$ cat config.mk
export PLATFORM = sky130hd
export DESIGN_NAME = pid_loop_scheduler
export DESIGN_NICKNAME = d
export VERILOG_FILES = /design/src/rtl/motor_ctrl_pkg.sv /design/src/rtl/signed_saturate.sv /design/src/rtl/pid_loop_scheduler.sv
export SDC_FILE = /design/constraint.sdc
export NUM_CORES = 1
export LEC_CHECK = 0
export BUFFER_PORTS_ARGS = -buffer_cell sky130_fd_sc_hd__buf_4
export CORE_MARGIN = 8
export CORE_UTILIZATION = 57
export DETAILED_ROUTE_END_ITERATION = 16
export PLACE_DENSITY = 0.92
export SYNTH_ARGS = -nofsm -noshare
export SYNTH_HDL_FRONTEND = slang
export SYNTH_SLANG_ARGS = --single-unit
export TNS_END_PERCENT = 10
$ cat constraint.sdc
create_clock -name clk -period 5.5 [get_ports clk]
set_input_delay 0.275 -clock clk [delete_from_list [all_inputs] [get_ports clk]]
set_output_delay 0.275 -clock clk [all_outputs]
set_load 0.02 [all_outputs]
$ cat src/rtl/motor_ctrl_pkg.sv
// Shared types and helpers for the wall-follower motor control slice.
//
// Contents
//   sched_state_t : state encoding of pid_loop_scheduler
//   pid_ch_t      : loop id presented to the shared PID core
//   sat_signed()  : symmetric signed clamp to [-limit, +limit]
package motor_ctrl_pkg;

  typedef enum logic [2:0] {
    IDLE       = 3'd0,
    WALL_REQ   = 3'd1,
    WALL_WAIT  = 3'd2,
    LEFT_REQ   = 3'd3,
    LEFT_WAIT  = 3'd4,
    RIGHT_REQ  = 3'd5,
    RIGHT_WAIT = 3'd6,
    COMMIT     = 3'd7
  } sched_state_t;

  typedef enum logic [1:0] {
    CH_WALL  = 2'd0,
    CH_LEFT  = 2'd1,
    CH_RIGHT = 2'd2
  } pid_ch_t;

  // Clamp a 32-bit signed value symmetrically around zero. The limit is
  // expected to be non-negative.
  function automatic logic signed [31:0] sat_signed(
    input logic signed [31:0] value,
    input logic signed [31:0] limit
  );
    if (value > limit) begin
      return limit;
    end else if (value < -limit) begin
      return -limit;
    end else begin
      return value;
    end
  endfunction

endpackage

$ cat src/rtl/signed_saturate.sv
// Symmetric signed saturation between buses of different widths.
//
// Parameters
//   IN_W  : width of the signed input
//   OUT_W : width of the signed output (must hold +/-LIMIT)
//   LIMIT : clamp magnitude
// Ports
//   value_i : signed input value
//   value_o : input clamped to [-LIMIT, +LIMIT]
module signed_saturate
  import motor_ctrl_pkg::*;
#(
  parameter int IN_W  = 18,
  parameter int OUT_W = 11,
  parameter int LIMIT = 50
) (
  input  logic signed [IN_W-1:0]  value_i,
  output logic signed [OUT_W-1:0] value_o
);

  logic signed [31:0] valueWide;
  logic signed [31:0] valueSat;

  // Sign-extend to the helper's working width before clamping; after the
  // clamp the value fits OUT_W so the final narrowing loses nothing.
  assign valueWide = {{(32-IN_W){value_i[IN_W-1]}}, value_i};
  assign valueSat  = sat_signed(valueWide, LIMIT);
  assign value_o   = OUT_W'(valueSat);

endmodule

$ cat src/rtl/pid_loop_scheduler.sv
// Time-multiplexes one shared PID core over the three wall-follower loops
// (wall distance, left wheel speed, right wheel speed) and commits the three
// saturated results to motor_control together once per sample tick.
//
// Ports
//   clk, reset            : clock and asynchronous active-low reset
//   enable, sample_tick   : scheduler enable and update strobe
//   dist_*/rpm_*          : setpoints and measurements (unsigned)
//   pid_req_*             : request channel to the PID core (valid/ready)
//   pid_rsp_*             : result from the PID core
//   rpm_offset            : saturated wall-loop output
//   duty_cycle_offset_l/r : saturated wheel-loop outputs
//   cycle_done            : pulse in the cycle the new offsets appear
//   overrun               : sticky, a tick arrived while a cycle was running
//   pid_fault             : sticky response-timeout flag (PID_RSP_TIMEOUT_EN)
//
// Build option
//   PID_RSP_TIMEOUT_EN : adds a watchdog on each wait state and pid_fault.
module pid_loop_scheduler
  import motor_ctrl_pkg::*;
#(
  parameter int RPM_RESOLUTION = 10,
  parameter int PWM_RESOLUTION = 16,
  parameter int DIST_W         = 12,
  parameter int ERR_W          = 18,
  parameter int MAX_RPM_OFFSET = 50
`ifdef PID_RSP_TIMEOUT_EN
  ,
  parameter int TIMEOUT_CYCLES = 255
`endif
) (
  input  logic                             clk,
  input  logic                             reset,
  input  logic                             enable,
  input  logic                             sample_tick,
  input  logic [DIST_W-1:0]                dist_setpoint,
  input  logic [DIST_W-1:0]                dist_meas,
  input  logic [RPM_RESOLUTION-1:0]        rpm_setpoint_l,
  input  logic [RPM_RESOLUTION-1:0]        rpm_setpoint_r,
  input  logic [RPM_RESOLUTION-1:0]        rpm_meas_l,
  input  logic [RPM_RESOLUTION-1:0]        rpm_meas_r,
  output logic                             pid_req_valid,
  input  logic                             pid_req_ready,
  output logic [1:0]                       pid_req_ch,
  output logic signed [ERR_W-1:0]          pid_req_error,
  input  logic                             pid_rsp_valid,
  input  logic signed [ERR_W-1:0]          pid_rsp_result,
  output logic signed [RPM_RESOLUTION:0]   rpm_offset,
  output logic signed [PWM_RESOLUTION:0]   duty_cycle_offset_l,
  output logic signed [PWM_RESOLUTION:0]   duty_cycle_offset_r,
  output logic                             cycle_done,
  output logic                             overrun
`ifdef PID_RSP_TIMEOUT_EN
  ,
  output logic                             pid_fault
`endif
);

  localparam int DUTY_LIMIT = (1 << PWM_RESOLUTION) - 1;

  sched_state_t state_q, state_d;

  logic signed [RPM_RESOLUTION:0] rpmOffset_q, rpmOffset_d;
  logic signed [RPM_RESOLUTION:0] wallSh_q, wallSh_d;
  logic signed [PWM_RESOLUTION:0] dutyL_q, dutyL_d;
  logic signed [PWM_RESOLUTION:0] dutyR_q, dutyR_d;
  logic signed [PWM_RESOLUTION:0] leftSh_q, leftSh_d;
  logic signed [PWM_RESOLUTION:0] rightSh_q, rightSh_d;
  logic                           cycleDone_q, cycleDone_d;
  logic                           overrun_q, overrun_d;

  logic signed [ERR_W-1:0]          wallErr, leftErr, rightErr;
  logic signed [RPM_RESOLUTION:0]   rpmSat;
  logic signed [PWM_RESOLUTION:0]   dutySat;
  logic                             timeoutHit;

  // Operands are zero-extended first so the difference of two unsigned
  // values always lands in a signed bus wide enough to hold it.
  assign wallErr  = $signed(ERR_W'(dist_setpoint))  - $signed(ERR_W'(dist_meas));
  assign leftErr  = $signed(ERR_W'(rpm_setpoint_l)) - $signed(ERR_W'(rpm_meas_l));
  assign rightErr = $signed(ERR_W'(rpm_setpoint_r)) - $signed(ERR_W'(rpm_meas_r));

  // One saturator per output range; both wheel loops share the duty one
  // because only one response is ever in flight.
  signed_saturate #(
    .IN_W (ERR_W),
    .OUT_W(RPM_RESOLUTION + 1),
    .LIMIT(MAX_RPM_OFFSET)
  ) uRpmSat (
    .value_i(pid_rsp_result),
    .value_o(rpmSat)
  );

  signed_saturate #(
    .IN_W (ERR_W),
    .OUT_W(PWM_RESOLUTION + 1),
    .LIMIT(DUTY_LIMIT)
  ) uDutySat (
    .value_i(pid_rsp_result),
    .value_o(dutySat)
  );

`ifdef PID_RSP_TIMEOUT_EN
  localparam int CNT_W = $clog2(TIMEOUT_CYCLES + 1);

  logic             inWait;
  logic [CNT_W-1:0] waitCnt_q, waitCnt_d;
  logic             pidFault_q, pidFault_d;

  // The counter restarts whenever the FSM is outside a wait state, so it
  // reads zero on the first cycle of every wait.
  assign inWait     = (state_q == WALL_WAIT) || (state_q == LEFT_WAIT) ||
                      (state_q == RIGHT_WAIT);
  assign timeoutHit = inWait && !pid_rsp_valid &&
                      (waitCnt_q == CNT_W'(TIMEOUT_CYCLES - 1));
  assign waitCnt_d  = inWait ? (waitCnt_q + CNT_W'(1)) : '0;
  assign pidFault_d = pidFault_q | timeoutHit;
  assign pid_fault  = pidFault_q;

  always_ff @(posedge clk or negedge reset) begin
    if (!reset) begin
      waitCnt_q  <= '0;
      pidFault_q <= 1'b0;
    end else begin
      waitCnt_q  <= waitCnt_d;
      pidFault_q <= pidFault_d;
    end
  end
`else
  assign timeoutHit = 1'b0;
`endif

  // Next-state and request decode. Requests are pure functions of the state
  // so ch/error stay stable for as long as a REQ state is held by ready.
  always_comb begin
    state_d       = state_q;
    rpmOffset_d   = rpmOffset_q;
    dutyL_d       = dutyL_q;
    dutyR_d       = dutyR_q;
    wallSh_d      = wallSh_q;
    leftSh_d      = leftSh_q;
    rightSh_d     = rightSh_q;
    cycleDone_d   = 1'b0;
    overrun_d     = overrun_q;
    pid_req_valid = 1'b0;
    pid_req_ch    = CH_WALL;
    pid_req_error = '0;

    // Ticks are never queued: any tick outside IDLE is lost and flagged.
    if (sample_tick && (state_q != IDLE)) begin
      overrun_d = 1'b1;
    end

    unique case (state_q)
      IDLE: begin
        if (!enable) begin
          rpmOffset_d = '0;
          dutyL_d     = '0;
          dutyR_d     = '0;
          overrun_d   = 1'b0;
        end else if (sample_tick) begin
          state_d = WALL_REQ;
        end
      end
      WALL_REQ: begin
        pid_req_valid = 1'b1;
        pid_req_ch    = CH_WALL;
        pid_req_error = wallErr;
        if (pid_req_ready) state_d = WALL_WAIT;
      end
      WALL_WAIT: begin
        if (pid_rsp_valid) begin
          wallSh_d = rpmSat;
          state_d  = LEFT_REQ;
        end else if (timeoutHit) begin
          state_d = IDLE;
        end
      end
      LEFT_REQ: begin
        pid_req_valid = 1'b1;
        pid_req_ch    = CH_LEFT;
        pid_req_error = leftErr;
        if (pid_req_ready) state_d = LEFT_WAIT;
      end
      LEFT_WAIT: begin
        if (pid_rsp_valid) begin
          leftSh_d = dutySat;
          state_d  = RIGHT_REQ;
        end else if (timeoutHit) begin
          state_d = IDLE;
        end
      end
      RIGHT_REQ: begin
        pid_req_valid = 1'b1;
        pid_req_ch    = CH_RIGHT;
        pid_req_error = rightErr;
        if (pid_req_ready) state_d = RIGHT_WAIT;
      end
      RIGHT_WAIT: begin
        if (pid_rsp_valid) begin
          rightSh_d = dutySat;
          state_d   = COMMIT;
        end else if (timeoutHit) begin
          state_d = IDLE;
        end
      end
      COMMIT: begin
        rpmOffset_d = wallSh_q;
        dutyL_d     = leftSh_q;
        dutyR_d     = rightSh_q;
        cycleDone_d = 1'b1;
        state_d     = IDLE;
      end
      default: state_d = IDLE;
    endcase
  end

  // State and output registers.
  always_ff @(posedge clk or negedge reset) begin
    if (!reset) begin
      state_q     <= IDLE;
      rpmOffset_q <= '0;
      dutyL_q     <= '0;
      dutyR_q     <= '0;
      wallSh_q    <= '0;
      leftSh_q    <= '0;
      rightSh_q   <= '0;
      cycleDone_q <= 1'b0;
      overrun_q   <= 1'b0;
    end else begin
      state_q     <= state_d;
      rpmOffset_q <= rpmOffset_d;
      dutyL_q     <= dutyL_d;
      dutyR_q     <= dutyR_d;
      wallSh_q    <= wallSh_d;
      leftSh_q    <= leftSh_d;
      rightSh_q   <= rightSh_d;
      cycleDone_q <= cycleDone_d;
      overrun_q   <= overrun_d;
    end
  end

  assign rpm_offset          = rpmOffset_q;
  assign duty_cycle_offset_l = dutyL_q;
  assign duty_cycle_offset_r = dutyR_q;
  assign cycle_done          = cycleDone_q;
  assign overrun             = overrun_q;

endmodule

# Yosys cells after proc, flatten, opt, wreduce, memory -nomap -nowiden
# Index checks and enable logic that the tools add are counted.
# word_totals
ff_bits	95
input_bits	88
output_inout_bits	68
word_cells	67
# classes
add_sub_neg	3
n_lt_le_gt_ge	4
n_eq_ne	16
n_mux	25
n_reduce_logical	10
# op_table
op	n
case mux 17 bit (2 select lines)	2
case mux 18 bit (3 select lines)	1
two-way mux 17 bit	3
two-way mux 11 bit	3
two-way mux 3 bit	8
case mux 3 bit (8 select lines)	1
case mux 11 bit (2 select lines)	1
subtractor 10 x 10 -> 11 bit	2
> comparator 18 x 17 -> 1 bit (second input constant)	1
> comparator 18 x 7 -> 1 bit (second input constant)	1
less-than comparator 18 x 17 -> 1 bit (second input constant)	1
less-than comparator 18 x 7 -> 1 bit (second input constant)	1
inequality test 2 bit (second input constant)	9
subtractor 12 x 12 -> 13 bit	1
== test 3 bit (second input constant)	4
AND reduction 2 bit	4
AND reduction 8 bit	1
== test 3 x 2 -> 1 bit (second input constant)	2
two-way mux 1 bit	5
case mux 2 bit (2 select lines)	1
== test 3 x 1 -> 1 bit (second input constant)	1
logical NOT 3 bit	1
nonzero test 3 bit	1
OR reduction 3 bit	1
other kinds (2)	2

# Depth between registers and ports, before layout
# Gate-level depths: netlist (run 1).
# depth
depth_word	5
mapped_depth	11
mapped_depth_nobuf	10

# Hierarchy
# Synthesis (run 1) repeated with hierarchy kept, for this count alone.
# hier_totals
hier_cells	568
hier_area_um2	5770.5
# by_module_without_submodules
module	n_inst	cells_each	area_each_um2
pid_loop_scheduler	1	490	5315.1
signed_saturate at uDutySat	1	50	279.0
signed_saturate at uRpmSat	1	28	176.4

# Worst setup path after synthesis (run 1)
# OpenSTA, ideal clock, no wires.
# synth_timing
path_kind	input to output
from	in dist_setpoint[0]
to	out pid_req_error[13]
arrival_time_ns	2.189
required_ns	5.225
path_slack_ns	3.036
cell_stages	10
n_path_buf	1
cell_sequence	inv_1 -> ha_1 -> fa_1 -> nand2b_1 -> a211oi_1 -> a211o_1 -> a311o_1 -> nand3_1 -> a31o_2 -> buf_4
# synth_via
elab_chain_cells	2
# synth_rtl
item	line	rtl
from (decl)	pid_loop_scheduler.sv:36	input logic [DIST_W-1:0] dist_setpoint,
subtractor 12 x 12 -> 13 bit	pid_loop_scheduler.sv:79	assign wallErr = $signed(ERR_W'(dist_setpoint)) - $signed(ERR_W'(dist_meas));
case mux 18 bit (3 select lines)	pid_loop_scheduler.sv:154	unique case (state_q)
to (decl)	pid_loop_scheduler.sv:45	output logic signed [ERR_W-1:0] pid_req_error,
# Every way passes these cells.

# Final worst setup path (run 1)
# layout_timing
from	reg state_q[1]
to	out pid_req_error[13]
# layout_via
elab_chain_cells	2
elab_cells_between_ends	4
classes_between	eq/ne (3); mux (1)
# layout_rtl
item	line	rtl
from (decl)	pid_loop_scheduler.sv:61	sched_state_t state_q, state_d;
from (signal assigned)	pid_loop_scheduler.sv:231	state_q <= state_d;
== test 3 bit (tied with other cells)	pid_loop_scheduler.sv:154	
case mux 18 bit (3 select lines) (*)	pid_loop_scheduler.sv:154	
# Mark *: on every way between the ends. The rest lies on a longest branch, timed or not.

==> results by group, run 1 <==
Synth
  – Post-Synthesis Cell Area: 5490 µm²
  – FF+latch count, synth: between 90 and 100
  – Synth area leader: dfrtp_1
  – Number of synthesized flops with an enable pin: 0
  – Fraction of registers with async set/reset: 100%
  – Avg Cell Area, Syn: about 9.5 µm²
  – Synth area leaders: dfrtp_1 43%, ha_1 8.4%, a22o_1 7.5%, nand2_1 4.4%, o21ai_0 3.9%
  – Sequential share of the synthesized area: between 40 and 50%
  – Synth warn: 0
  – Gate count of the mapped netlist: 579
  – Net Count, Synth: about 710
  – Synth cell count leaders: 95 x dfrtp_1, 65 x nand2_1, 47 x a22o_1
  – Cell with the most instances after synthesis: dfrtp_1
  – Unique masters post-synth: 60
  – Synth Flop Type: dfrtp_1
  – Post-synth top area share: 43.3%

Routing
  – Remaining antenna violation count: 0
  – DRT Wirelength: between 15000 and 20000 µm
  – Routed wire per std cell: 18.9 µm
  – Starting DRT DRC Count: approximately 340
  – DRC Markers: 0
  – TritonRoute pass-1 iters: 5
  – Via count: approximately 5000
  – Vias per cell: 5.86

STA
  – Period utilization: a little under three fifths
  – Final min period: around 3.0 ns
  – RSZ-0062 raised after global routing: no
  – Setup violators final: 0
  – Max Transition Viols Final: 0
  – Hold Fails Final Rpt: 0
  – Worst hold margin: a little under 0.2 ns
  – Clk_skew: between 0.008 and 0.009 ns
  – Max Clock Freq: 0.328 GHz
  – Max-slew headroom: 14.8%
  – Least-Margin Pin Slew: 1.27 ns
  – Final setup TNS: 0 ns

Global routing
  – First-pass GRT wire length: ~26000 µm
  – Largest net degree at the start of global routing: 63
  – Initial antenna violation count: 0
  – Gr ovfl total: 0
  – Global Route Usage Sum: 25.1%
  – Vias in the first global route: roughly 5200

Clock network
  – Clk sink count: 95
  – Maximum buffer depth of the clock tree: 2
  – TritonCTS buffer count: 9
  – Clk Latency, worst-skew pair: around 0.36 ns
  – Clock root cell: clkbuf_8
  – TritonCTS clock tree: built
  – Number of setup buffers added after CTS: 0
  – H-Tree Depth: 3
  – Clk slew on worst S/H paths: 0.09 ns

Power
  – P per Cell Area: about 490 nW/µm²
  – Lkg Pwr: about 3.5 nW
  – Maximum vdd drop: roughly 0.33 mV

Floorplanning
  – Initial Utilization: between 50% and 60%
  – Die H: 114 µm
  – Core area: approximately 9500 µm²
  – Cell row count: 36
  – IO Pins: roughly 160
  – Die area: between 10000 and 15000 µm²
  – Die Wd: ~110 µm

Critical path
  – Buf/Inv on CP: 3
  – CP delay by family, top: simple AND/OR/NAND/NOR gates
  – Max FO, Critical Path: 9
  – Worst endpoint required time: about 5.2 ns
  – Worst path arrival time: between 2 and 3 ns
  – Critical path launch point: state_q[1]$_DFFE_PN0P_
  – Worst R2R Start: state_q[2]$_DFFE_PN0P_
  – Max stage delay on crit path: roughly 0.6 ns
  – Crit Path Class: flip-flop to primary output
  – Nature of the critical path startpoint: flip-flop
  – Worst path slowest cell: nor2_1
  – Worst setup EP type: primary output
  – Crit-path cells: inv_1 > ha_1 > clkinv_1 > nor2_1 > o211ai_1 > o21ai_1 > a31o_2 > buf_4

Cells and area
  – Area delta synth->final: 26.9%
  – Fill count: 684
  – Share of layout cells above drive strength 1: roughly a quarter
  – Area of the multi-input gates: roughly 2800 µm²
  – Diode count: 0
  – Fin nets: around 850
  – Reg area: 2380 µm²

Place
  – IO buf count: 155
  – Final HPWL DP: around 12000 µm
  – Routability cong.: 0.935

Job
  – MaxCap Viol Count: 0

Worst hold path
  – Hold_sp: sample_tick
  – Min-delay worst type: input pin to flip-flop

Run status
  – Status: finished clean
final timing paths:
kind	endpoint	slack [ns]	cells past startpoint
max in group asynchronous	duty_cycle_offset_r[4]$_DFFE_PN0P_	4.02	3
worst max register to register	duty_cycle_offset_r[4]$_DFFE_PN0P_	2.69	4
worst min register to register	leftSh_q[2]$_DFFE_PN0P_	0.50	2
worst min-delay path	overrun$_DFF_PN0_	0.20	3
worst max-delay path	pid_req_error[13]	2.45	8
min in group asynchronous	rightSh_q[13]$_DFFE_PN0P_	0.38	2
registers in the layout, summed over array words and instances, names as in the netlist:
register / cells
cycle_done: 1
duty_cycle_offset_l: 17
duty_cycle_offset_r: 17
leftSh_q: 17
overrun: 1
rightSh_q: 17
rpm_offset: 11
state_q: 3
wallSh_q: 11
metal layers:
metal	up-vias	wire, µm	global-route usage (%)
met4	0	375	9.14
met2	256	7860	42.8
met1	2399	6570	29.6
li1	2344	-	-
met3	28	1400	6.96
met5	-	0	0
timing repair:
action                                  4_1_cts  5_1_grt
endpoints found under the setup margin        0        0
hold endpoints to repair                     33        0
gates resized for setup                       0        0
hold buffers                                  1        0
worst min-delay path, cell delays in order:
cell and delay, ns:
buf_4 0.12, nor2_1 0.09, a31oi_1 0.04
layout make-up:
class                   count  area share [%]
well taps                 133            2.39
clock inverters             5            1.53
clock buffers              11            1.89
multi-input cells         412            40.6
repair buffers            158            17.1
inverters                  44            2.37
flip-flops and latches     95            34.1
report_power, final:
part	total, mW	switching (mW)	internal, mW
sequential	1.20	0.206	0.994
combinational	1.68	0.973	0.710
clock	0.537	0.234	0.303
total	3.42	1.41	2.01
cells by family after synthesis:
logic type      after synthesis  synth area share (%)
fa+ha+maj                    40                  9.53
compound gates              200                  26.0
simple gates                151                  12.3
mux                           4                 0.798
xor+xnor                     17                  2.71
flops                        95                  43.3
buf+inv                      72                  5.38
cell usage in the layout, fill, tap and decap left out, drive strengths merged, types with 8 or more instances in the layout:
cell    synthesis  final
nand2          66     66
xor2            8      8
nor2           43     43
nor2b           8      8
dfrtp          95     95
inv            43     43
clkbuf         17     11
a22o           47     47
nand3           9      9
buf            11    157
o21a            8      8
o21ai          61     61
ha             37     37
xnor2           9      9
nand2b          8      8
a21oi          27     27
metrics by stage:
| stage | utilization (%) | instances | power [mW] | area (µm²) | worst slack, ns |
|---|---|---|---|---|---|
| final | 73.0 | 858 | 3.42 | 6970 | 2.45 |
| after detailed placement | 70.4 | 841 | 2.88 | 6720 | 2.76 |
| after global routing | 73.0 | 858 | 3.62 | 6970 | 2.26 |
| after CTS | 73.0 | 858 | 3.43 | 6970 | 2.48 |
| after floorplan | - | 579 | 2.20 | 5490 | 3.04 |
| after global placement | 70.4 | 841 | 2.80 | 6720 | 2.79 |
Note: power is estimated with default switching activity, not from simulation.
==> run 2: changes to the inputs <==
- ABC_AREA: default -> 1
- CORE_UTILIZATION: 57 -> 54
- PLACE_DENSITY: 0.92 -> 0.87
- clock period: 5.5 -> 3.03 ns (I/O delays scaled with it)
==> results by group, run 2 <==
Clock network
  – H-Tree Depth: 3 (unchanged)
  – Clk slew on worst S/H paths: 0.09 ns (about the same)
  – Maximum buffer depth of the clock tree: 2 (unchanged)
  – Clock root cell: clkbuf_8 (unchanged)
  – Clk sink count: 95 (unchanged)
  – Number of setup buffers added after CTS: 0 (unchanged)
  – TritonCTS clock tree: built (unchanged)
  – TritonCTS buffer count: 9 (unchanged)
  – Post-cts repair resize count: 0 (unchanged)
  – Post-CTS Hold Buffers: 1 (unchanged)
  – Clk Latency, worst-skew pair: 0.36 ns (about the same)

Critical path
  – Critical path launch point: state_q[1]$_DFFE_PN0P_ (unchanged)
  – Crit Path Class: flip-flop to primary output (unchanged)
  – Worst path arrival time: 2.35 ns (was 2.77 ns)
  – Worst R2R Start: state_q[0]$_DFFE_PN0P_ (was state_q[2]$_DFFE_PN0P_)
  – Worst setup EP type: primary output (unchanged)
  – Max FO, Critical Path: 8 (was 9)
  – Nature of the critical path startpoint: flip-flop (unchanged)
  – Worst endpoint required time: 2.88 ns (was 5.22 ns)

Routing
  – Starting DRT DRC Count: 420 (was 342)
  – Routed wire per std cell: 14.0 µm (was 18.9 µm)
  – Via count: 5921 (was 5027)
  – DRT Wirelength: 16000 µm (was 16200 µm)
  – Remaining antenna violation count: 0 (unchanged)
  – DRC Markers: 0 (unchanged)
  – TritonRoute pass-1 iters: 6 (was 5)
  – Vias per cell: 5.19 (was 5.86)

STA
  – Period utilization: 82.5%
  – Max Transition Viols Final: 0 (unchanged)
  – Hold Fails Final Rpt: 0 (unchanged)
  – Final setup TNS: 0 ns (unchanged)
  – Least-Margin Pin Slew: 0.698 ns (was 1.27 ns)
  – Max Clock Freq: around 0.40 GHz
  – Clk_skew: 0.00812 ns (was 0.00814 ns)
  – RSZ-0062 raised after global routing: no (unchanged)
  – Max-slew headroom: 53.4% (was 14.8%)
  – Worst hold margin: 0.0492 ns (was 0.197 ns)
  – Final min period: ~2.5 ns
  – Setup violators final: 0 (unchanged)

Global routing
  – First-pass GRT wire length: 26100 µm (was 25800 µm)
  – Global Route Usage Sum: 21.6% (was 25.1%)
  – Gr ovfl total: 0 (unchanged)
  – Vias in the first global route: 5562 (was 5218)
  – Largest net degree at the start of global routing: 51 (was 63)
  – Initial antenna violation count: 0 (unchanged)

Power
  – Seq pwr share: 34.9% (was 35.1%)
  – Maximum vdd drop: 0.683 mV (was 0.332 mV)
  – Sw Share: 42.9% (was 41.3%)
  – Clock power frac: 15.1% (was 15.7%)
  – P_sw: 2.62 mW (was 1.41 mW)
  – P per Cell Area: 815 nW/µm² (was 491 nW/µm²)
  – Comb pwr share: 50.0% (was 49.2%)
  – Internal: 3.48 mW (was 2.01 mW)
  – Lkg Pwr: 4.31 nW (was 3.54 nW)

Cells and area
  – Area of the multi-input gates: 3120 µm² (was 2830 µm²)
  – Most frequent cells in the layout: 329 x nand2_1, 161 x buf_4, 96 x inv_1 (was 157 x buf_4, 95 x dfrtp_1, 65 x nand2_1)
  – Most common cell after layout, fill and taps aside: nand2_1 (was buf_4)
  – Fin nets: 1123 (was 848)
  – Share of layout cells above drive strength 1: 19.6% (was 26.1%)
  – Fill count: 897 (was 684)
  – Diode count: 0 (unchanged)
  – Final Core Density: 68.8% (was 73.0%)
  – Reg area: 2380 µm² (unchanged)
  – Area delta synth->final: 24.1% (was 26.9%)
  – Fin cells: 1140 (was 858)

Floorplanning
  – Core area: 10900 µm² (was 9550 µm²)
  – Initial Utilization: 55.4% (was 57.5%)
  – Cell row count: 38 (was 36)
  – Die area: 14800 µm² (was 13000 µm²)
  – IO Pins: 156 (unchanged)
  – Die Wd: 122 µm (was 114 µm)
  – Die H: 122 µm (was 114 µm)

Job
  – MaxCap Viol Count: 0 (unchanged)

Place
  – IO buf count: 155 (unchanged)
  – Routability cong.: 0.935 (about the same)
  – Final HPWL DP: 12500 µm (was 12400 µm)
  – Inst Count DP: 1123 (was 841)

Synth
  – Number of synthesized flops with an enable pin: 0 (unchanged)
  – Fraction of registers with async set/reset: 100% (unchanged)
  – Post-Synthesis Cell Area: 6030 µm² (was 5490 µm²)
  – Unique masters post-synth: 38 (was 60)
  – Sequential share of the synthesized area: 39.4% (was 43.3%)
  – FF+latch count, synth: 95 (unchanged)
  – Cell with the most instances after synthesis: nand2_1 (was dfrtp_1)
  – Net Count, Synth: 976 (was 707)
  – Gate count of the mapped netlist: 848 (was 579)
  – Synth area leaders: dfrtp_1 39%, nand2_1 20%, nand3_1 7.8%, ha_1 7.7%, inv_1 6.0% (was dfrtp_1 43%, ha_1 8.4%, a22o_1 7.5%, nand2_1 4.4%, o21ai_0 3.9%)
  – Synth warn: 0 (unchanged)
  – Post-synth top area share: 39.4% (was 43.3%)
  – Avg Cell Area, Syn: 7.12 µm² (was 9.48 µm²)
  – Synth Flop Type: dfrtp_1 (unchanged)
  – Synth area leader: dfrtp_1 (unchanged)
  – Synth cell count leaders: 329 x nand2_1, 96 x inv_1, 95 x dfrtp_1 (was 95 x dfrtp_1, 65 x nand2_1, 47 x a22o_1)

Worst hold path
  – Min-delay worst type: input pin to flip-flop (unchanged)
  – Hold_sp: pid_rsp_result[0] (was sample_tick)

Run status
  – Status: finished clean (unchanged)
==> run 2: cell families after synthesis <==
| family | share of synthesized area [%] |
|---|---|
| compound gates | 7.13 |
| xor+xnor | 0.145 |
| fa+ha+maj | 8.67 |
| buf+inv | 8.96 |
| flops | 39.4 |
| simple gates | 35.7 |
==> run 2: worst paths after layout <==
path	to	slack, ns	depth (start not counted)
worst max-delay path	pid_req_error[12]	0.53	9
min in group asynchronous	duty_cycle_offset_r[13]$_DFFE_PN0P_	0.28	2
worst max register to register	wallSh_q[0]$_DFFE_PN0P_	0.99	8
worst min-delay path	wallSh_q[0]$_DFFE_PN0P_	0.05	3
worst min register to register	duty_cycle_offset_r[10]$_DFFE_PN0P_	0.48	2
max in group asynchronous	wallSh_q[5]$_DFFE_PN0P_	2.01	3
==> run 2: power by group through the flow <==
stage	clock network [mW]	registers [mW]	logic (mW)
3_3_place_gp	0	2.13	3.00
5_1_grt	0.994	2.19	3.38
2_1_floorplan	0	2.35	1.70
6_report	0.919	2.13	3.05
3_5_place_dp	0	2.15	3.06
4_1_cts	0.934	2.13	3.08
==> run 2: worst max-delay path: stages (launching register included) <==
cell and delay (ns):
dfrtp_1 0.42, inv_1 0.12, ha_1 0.20, inv_1 0.08, nor2_2 0.33, inv_1 0.23, a211oi_1 0.20, nand2_1 0.08
nand2_1 0.15, buf_4 0.18
==> run 2: final cells by class <==
type | instances | area share, %
Inverter | 101 | 5.06
Multi-Input combinational cell | 626 | 41.6
Clock inverter | 5 | 1.09
Timing Repair Buffer | 162 | 16.3
Tap cell | 140 | 2.34
Clock buffer | 11 | 1.89
Sequential cell | 95 | 31.7
==> run 2: per-stage QoR <==
step                area, µm²  power, mW  setup slack (ns)
global route             7490       6.57             0.310
floorplan                6030       4.06              1.13
CTS                      7490       6.14             0.541
detailed placement       7260       5.21             0.932
global placement         7260       5.13             0.994
finish                   7490       6.10             0.531
==> run 2: layer usage <==
metal / global-route usage [%] / share of wire, % / up-vias / wire [µm]
met4: 7.56 / 2.3 / 0 / 371
met1: 28.2 / 44 / 2700 / 7070
li1: - / - / 2990 / -
met3: 5.04 / 7.7 / 25 / 1230
met2: 34.6 / 46 / 206 / 7340
met5: 0 / 0 / - / 0
